### src/rtl/gray_pkg.sv
// Shared types and constants for the bit-serial Gray-to-binary decoder.
package gray_pkg;
  localparam int GRAY_W = 4;

  typedef enum logic [1:0] {
    IDLE,
    DECODE,
    HOLD
  } state_t;
endpackage

### src/rtl/gray_2_binary_seq.sv
// Bit-serial Gray-to-binary decoder: accepts one word, resolves one bit per cycle
// MSB first, then holds the result until the consumer takes it.
module gray_2_binary_seq
  import gray_pkg::*;
#(
  parameter int W = GRAY_W
) (
  input  logic         clk,
  input  logic         rst,
  input  logic [W-1:0] G,
  input  logic         in_valid,
  output logic         in_ready,
  output logic [W-1:0] B,
  output logic         out_valid,
  input  logic         out_ready,
  output logic         busy
);

  localparam int IW = $clog2(W);

  state_t         r_state;
  state_t         w_state_next;
  logic           r_in_ready;
  logic           r_out_valid;
  logic [W-1:0]   r_b;
  logic [W-1:0]   r_g;
  logic [IW-1:0]  r_idx;
  logic           w_last;

  assign w_last = (r_idx == '0);

  always_comb begin
    w_state_next = r_state;
    case (r_state)
      IDLE:    if (in_valid) w_state_next = DECODE;
      DECODE:  if (w_last) w_state_next = HOLD;
      HOLD:    if (out_ready) w_state_next = IDLE;
      default: w_state_next = IDLE;
    endcase
  end

  // Handshake flags are registered from the next state so they are clean state decodes.
  always_ff @(posedge clk) begin
    if (rst) begin
      r_state     <= IDLE;
      r_in_ready  <= 1'b1;
      r_out_valid <= 1'b0;
    end else begin
      r_state     <= w_state_next;
      r_in_ready  <= (w_state_next == IDLE);
      r_out_valid <= (w_state_next == HOLD);
    end
  end

  always_ff @(posedge clk) begin
    if (rst) begin
      r_b   <= '0;
      r_g   <= '0;
      r_idx <= '0;
    end else begin
      case (r_state)
        IDLE: begin
          if (in_valid) begin
            r_g   <= G;
            r_b   <= {G[W-1], {(W-1){1'b0}}};
            r_idx <= IW'(W - 2);
          end
        end
        DECODE: begin
          // Each bit depends on the bit above it, already resolved on an earlier edge.
          r_b[r_idx] <= r_b[r_idx + 1'b1] ^ r_g[r_idx];
          if (!w_last) r_idx <= r_idx - 1'b1;
        end
        default: ;
      endcase
    end
  end

  assign in_ready  = r_in_ready;
  assign out_valid = r_out_valid;
  assign B         = r_b;
  assign busy      = (r_state != IDLE);

endmodule

### config.mk
export PLATFORM = sky130hd
export DESIGN_NAME = gray_2_binary_seq
export DESIGN_NICKNAME = d
export VERILOG_FILES = /design/src/rtl/gray_pkg.sv /design/src/rtl/gray_2_binary_seq.sv
export SDC_FILE = /design/constraint.sdc
export NUM_CORES = 1
export LEC_CHECK = 0
export ABC_CLOCK_PERIOD_IN_PS = 2200
export CORE_MARGIN = 2
export CORE_UTILIZATION = 48
export CTS_CLUSTER_DIAMETER = 30
export DETAILED_ROUTE_END_ITERATION = 6
export PLACE_DENSITY = 0.79
export SYNTH_ARGS = -nofsm -noshare
export SYNTH_HDL_FRONTEND = slang
export SYNTH_SLANG_ARGS = --single-unit
### constraint.sdc
create_clock -name clk -period 2.2 [get_ports clk]
set_input_delay 0.44 -clock clk [delete_from_list [all_inputs] [get_ports clk]]
set_output_delay 0.44 -clock clk [all_outputs]
set_load 0.03 [all_outputs]
Word level (Yosys, flattened, before mapping)
Cells that the tools add are included.
{ "totals": {"register_bits": 14, "inputBits": 8, "output_inout_bits": 7, "elab_cells": 42} }
{ "op_classes": {"add_sub_neg": 2, "order_cmp": 3, "eq_ne": 5, "n_mux": 16, "bitwise_logic": 1, "n_reduce_logical": 9} }
{ "op_table": {"columns": ["operator", "n"], "rows": [
  ["$mux 2", 5],
  ["$pmux 4 s2", 1],
  ["$logic_not 2->1", 3],
  ["$lt 2x3->1 const B", 2],
  ["$pmux 2 s3", 1],
  ["$bmux 1 s2", 2],
  ["$bwmux 4", 1],
  ["$eq 2x2->1 const B", 2],
  ["$mux 4", 1],
  ["$ne 2x2->1 const B", 2],
  ["$pmux 2 s2", 1],
  ["$reduce_and 2->1", 2],
  ["$reduce_bool 2->1", 2],
  ["$mux 1", 3],
  ["$reduce_and 3->1", 1],
  ["$add 2x1->2 const B", 1],
  ["$demux 1 s2", 1],
  ["$eq 2x1->1 const B", 1],
  ["$ge 2x1->1 const B", 1],
  ["$sub 2x1->2 const B", 1],
  ["$logic_and 1x1->1", 1],
  ["$xor 1x1->1", 1]
]} }

Longest topological paths before layout
{ "logic_depth": {"ltp_word": 6, "mapped_depth": 6, "depth_no_buf": 6} }

Least setup slack after synthesis
No wires, ideal clock.
{ "synth_path": {"path_kind": "register to register", "start": "reg r_idx[0]", "end": "reg r_b[0] (netlist: B[0])", "setup_time_ns": 0.086, "t_arrival_ns": 1.895, "t_required_ns": 2.114, "path_slack_ns": 0.218, "path_stages_with_launch": 7, "n_path_buf": 0, "period_less_slack_ns": 1.982, "cell_sequence": "dfxtp_1 > inv_1 > ha_1 > mux4_1 > xor2_1 > nor2b_2 > a221oi_2"} }
{ "synth_via": {"elab_chain_cells": 6, "word_cells_on_any_way": 13, "cone_classes": "1 x add/sub; 2 x order compare; 8 x mux; 1 x bitwise; 1 x reduce/logical"} }
{ "synth_rtl": {"columns": ["item", "line", "rtl"], "rows": [
  ["from (decl)", "gray_2_binary_seq.sv:27", "logic [IW-1:0] r_idx;"],
  ["from (signal assigned)", "gray_2_binary_seq.sv:66", "r_idx <= IW'(W - 2);"],
  ["from (signal assigned)", "gray_2_binary_seq.sv:72", "if (!w_last) r_idx <= r_idx - 1'b1;"],
  ["$add 2x1->2, or another cell as far along", "gray_2_binary_seq.sv:71", "r_b[r_idx] <= r_b[r_idx + 1'b1] ^ r_g[r_idx];"],
  ["$bmux 1 s2 / $logic_and 1x1->1 (equally long branches)", "gray_2_binary_seq.sv:71", null],
  ["$mux 1 (implied by the code)", "gray_2_binary_seq.sv:71", null],
  ["$xor 1x1->1 / $demux 1 s2 (equally long branches)", "gray_2_binary_seq.sv:71", null],
  ["$bwmux 4 (*)", "gray_2_binary_seq.sv:71", null],
  ["$pmux 4 s2 (*)", "gray_2_binary_seq.sv:61", "case (r_state)"],
  ["to (signal assigned)", "gray_2_binary_seq.sv:65", "r_b <= {G[W-1], {(W-1){1'b0}}};"],
  ["to (signal, indexed assignment)", "gray_2_binary_seq.sv:71", null],
  ["to (decl)", "gray_2_binary_seq.sv:25", "logic [W-1:0] r_b;"]
]} }
Mark *: on every way between the ends. The rest lies on a longest branch, timed or not. The select of a mux whose other input is x is not followed.
A chain may end at the register's enable or synchronous reset.

Final worst setup path
{ "layout_path": {"start": "reg r_idx[1]", "end": "reg r_b[0] (netlist: B[0])"} }
The elaborated chain is that of the path after synthesis.

==> flow_metrics.py <==
metrics = {
    "detailed_routing": {
        "drc": 0,
        "drt-total-wl_um": 1540,
        "drt_iter0_drc": 10,
        "dr.pass1.iters": 6,
        "wl_per_cell_um": 14.5,
        "post_drt_via_cell_ratio": 5.66,
        "drtAntennaViolNets": 0,
        "route.vias.total": 600,
    },
    "power_and_ir_drop": {
        "p_per_area_nw_per_um2": 731,
        "p_leak_nw": 0.383,
        "ir_drop_uv": 675,
    },
    "timing": {
        "worst_pin_slew_ns": 0.414,
        "setup_viol": 0,
        "maxSlewHeadroom_pct": 72.3,
        "min_period_over_period_pct": 94.4,
        "finalHoldViolCount": 0,
        "slew_violations": 0,
        "min_period_ns": 2.08,
        "setup_tns_ns": 0,
        "worst_hold_slack_ns": 0.496,
        "finalClockSkew_ns": 0.00634,
        "clock.fmax_ghz": 0.481,
    },
    "logic_synthesis": {
        "synth_warnings": 0,
        "ys_types": 27,
        "netlist.area_leader.share_pct": 39.3,
        "synth_most_common_cell": "dfxtp_1",
        "synthArstFlopShare_pct": 0,
        "synth-seq-area-share_pct": 39.3,
        "synthTopCellsByArea": "dfxtp_1, mux4_1, ha_1, a221oi_2, mux2i_1",
        "netlist_instances": 71,
        "syn_area_um2": 713,
        "ys_top_cells_by_count": "dfxtp_1, nor2_1",
        "syn-num-nets": 83,
        "ys_seq_elements": 14,
        "synth_top_cell_by_area": "dfxtp_1",
        "synth-main-ff-cell": "dfxtp_1",
        "synth_edf_count": 0,
        "avgSynthCellArea_um2": 10.0,
    },
    "worst_setup_path": {
        "critPathMaxStageDelay_ns": 0.60,
        "cp-start-kind": "flip-flop",
        "arrival_ns": 2.27,
        "cp_top_family": "multiplexers",
        "r2r_end": "B[0]",
        "end_kind": "flip-flop",
        "reg2reg_from": "r_idx[1]",
        "cp.required_ns": 2.39,
        "critPathMaxFanout": 4,
        "crit_chain": "inv_1 -> ha_1 -> mux4_1 -> xor2_2 -> nor2b_2 -> a221oi_2",
        "worstSetupPathType": "flip-flop to flip-flop",
        "critPathBufInv": 1,
        "r2r_slack_ns": 0.12,
        "reg2regPathDepth": 6,
        "slowest_stage": "mux4_1",
    },
    "placement": {
        "dp.cells": 102,
        "gp_congestion": 0.855,
        "dp_hpwl_um": 1130,
        "port_buffers": 14,
    },
    "clock_network": {
        "cts_tree": "yes",
        "clockBufferDepth": 2,
        "cts_buffers": 3,
        "cts_setup_buffers": 0,
        "clk_pin_slew_ns": 0.09,
        "cts_htree_levels": 1,
        "clock_sinks": 14,
        "ctsHoldBuffers": 0,
        "clock_latency_ns": 0.28,
        "ctsRootBufferMaster": "clkbuf_4",
    },
    "worst_hold_path": {
        "worstHoldStart": "r_g[1]",
        "worst_hold_path.endpoint": "r_g[1]",
        "min_delay_path_depth": 2,
        "hold_class": "flip-flop to flip-flop",
    },
    "flow_run": {
        "cap_violations": 0,
    },
    "layout": {
        "final_cells": 106,
        "area_growth_pct": 31.6,
        "n_antenna_cell": 0,
        "nets": 104,
        "layout-drive-gt1-share_pct": 17.6,
    },
    "floorplanning": {
        "die_w_um": 42.5,
        "die_y_um": 42.5,
        "die_area_um2": 1810,
        "core_um2": 1350,
        "start_util_pct": 52.8,
        "num_rows": 13,
        "ioPinCount": 15,
    },
    "grt": {
        "antenna_found_initial": 0,
        "overflow": 0,
        "grt_pass1_vias": 595,
        "grt_start_max_net_pins": 12,
        "grt_pass1_wl_um": 2570,
        "track_usage_pct": 19.1,
    },
    "run_status": {
        "status": "complete, no violations",
    },
}
routing by layer:
layer | up-vias | part of all wire (%) | GRT usage, % | wire, µm
met5 | - | 0 | 0 | 0
met4 | 0 | 0.58 | 4.38 | 9
met3 | 2 | 4.9 | 7.76 | 76
met2 | 13 | 50 | 32.3 | 770
met1 | 292 | 44 | 22.6 | 683
li1 | 293 | - | - | -
through the flow:
step | utilization (%) | worst slack (ns) | instance area [µm²] | total power [mW]
floorplan | - | 0.218 | 713 | 0.431
global placement | 66.3 | 0.240 | 895 | 0.499
detailed placement | 66.3 | 0.146 | 895 | 0.504
CTS | 69.0 | 0.116 | 931 | 0.688
global route | 69.5 | -0.00259 | 938 | 0.719
finish | 69.5 | 0.122 | 938 | 0.686
flip-flops by register name, indices dropped and copies added (netlist names):
| signal | flops |
|---|---|
| B | 4 |
| r_g | 4 |
| r_idx | 2 |
| r_state | 2 |
| in_ready | 1 |
| out_valid | 1 |
kinds of logic (layout without fill, tap and decap cells):
logic type,Yosys count,after routing,synth area share [%]
mux,7,7,14.6
compound gates,15,15,17.5
flops,14,14,39.3
buf+inv,6,26,3.16
xor+xnor,1,1,1.23
simple gates,24,24,17.2
fa+ha+maj,4,4,7.02
layout make-up:
class                   count  area, µm²
multi-input cells          51        418
fillers                   108        412
flip-flops and latches     14        280
repair buffers             18        170
clock buffers               4       36.3
well taps                  15       18.8
inverters                   4       15.0
cells in the final DEF (no fill, tap or decap), drive strengths merged:
cell,instances
xor2,1
mux4,2
nor3b,1
o21ai,4
a211oi,1
a22o,1
mux2i,4
a21oi,1
nor2b,5
mux2,1
a221oi,4
nand2,3
o2bb2ai,1
clkdlybuf4s50,14
and2b,1
buf,4
ha,4
clkbuf,4
o21bai,1
or2,1
inv,4
nand3,1
dfxtp,14
nor2,10
a22oi,1
a31oi,1
nand2b,2
tightest hold or removal path, delay by kind of cell (launching register included):
kind,cells,cell delay (ns)
DFF,1,0.33
muxes,1,0.06
and+or+nand+nor,1,0.08
repair_timing:
item	in CTS	in global routing
hold endpoints to repair	0	0
endpoints found under the setup margin	0	3
resized for setup	0	1
report_power, final:
group | internal [mW] | switching, mW | leakage [nW]
clock | 0.101 | 0.0835 | 0.0210
combinational | 0.0992 | 0.111 | 0.247
sequential | 0.277 | 0.0143 | 0.115
total | 0.477 | 0.209 | 0.383
worst max path at each step:
stage | end | slack (ns) | depth (start not counted) | from
final | B[0] | 0.12 | 6 | r_idx[1]
after global routing | B[1] | -0.003 | 6 | r_idx[1]
after CTS | B[0] | 0.12 | 6 | r_idx[1]
after detailed placement | B[0] | 0.15 | 6 | r_idx[1]
after global placement | B[0] | 0.24 | 6 | r_idx[1]
after floorplan | B[0] | 0.22 | 6 | r_idx[0]
(Power assumes the default switching activity.)
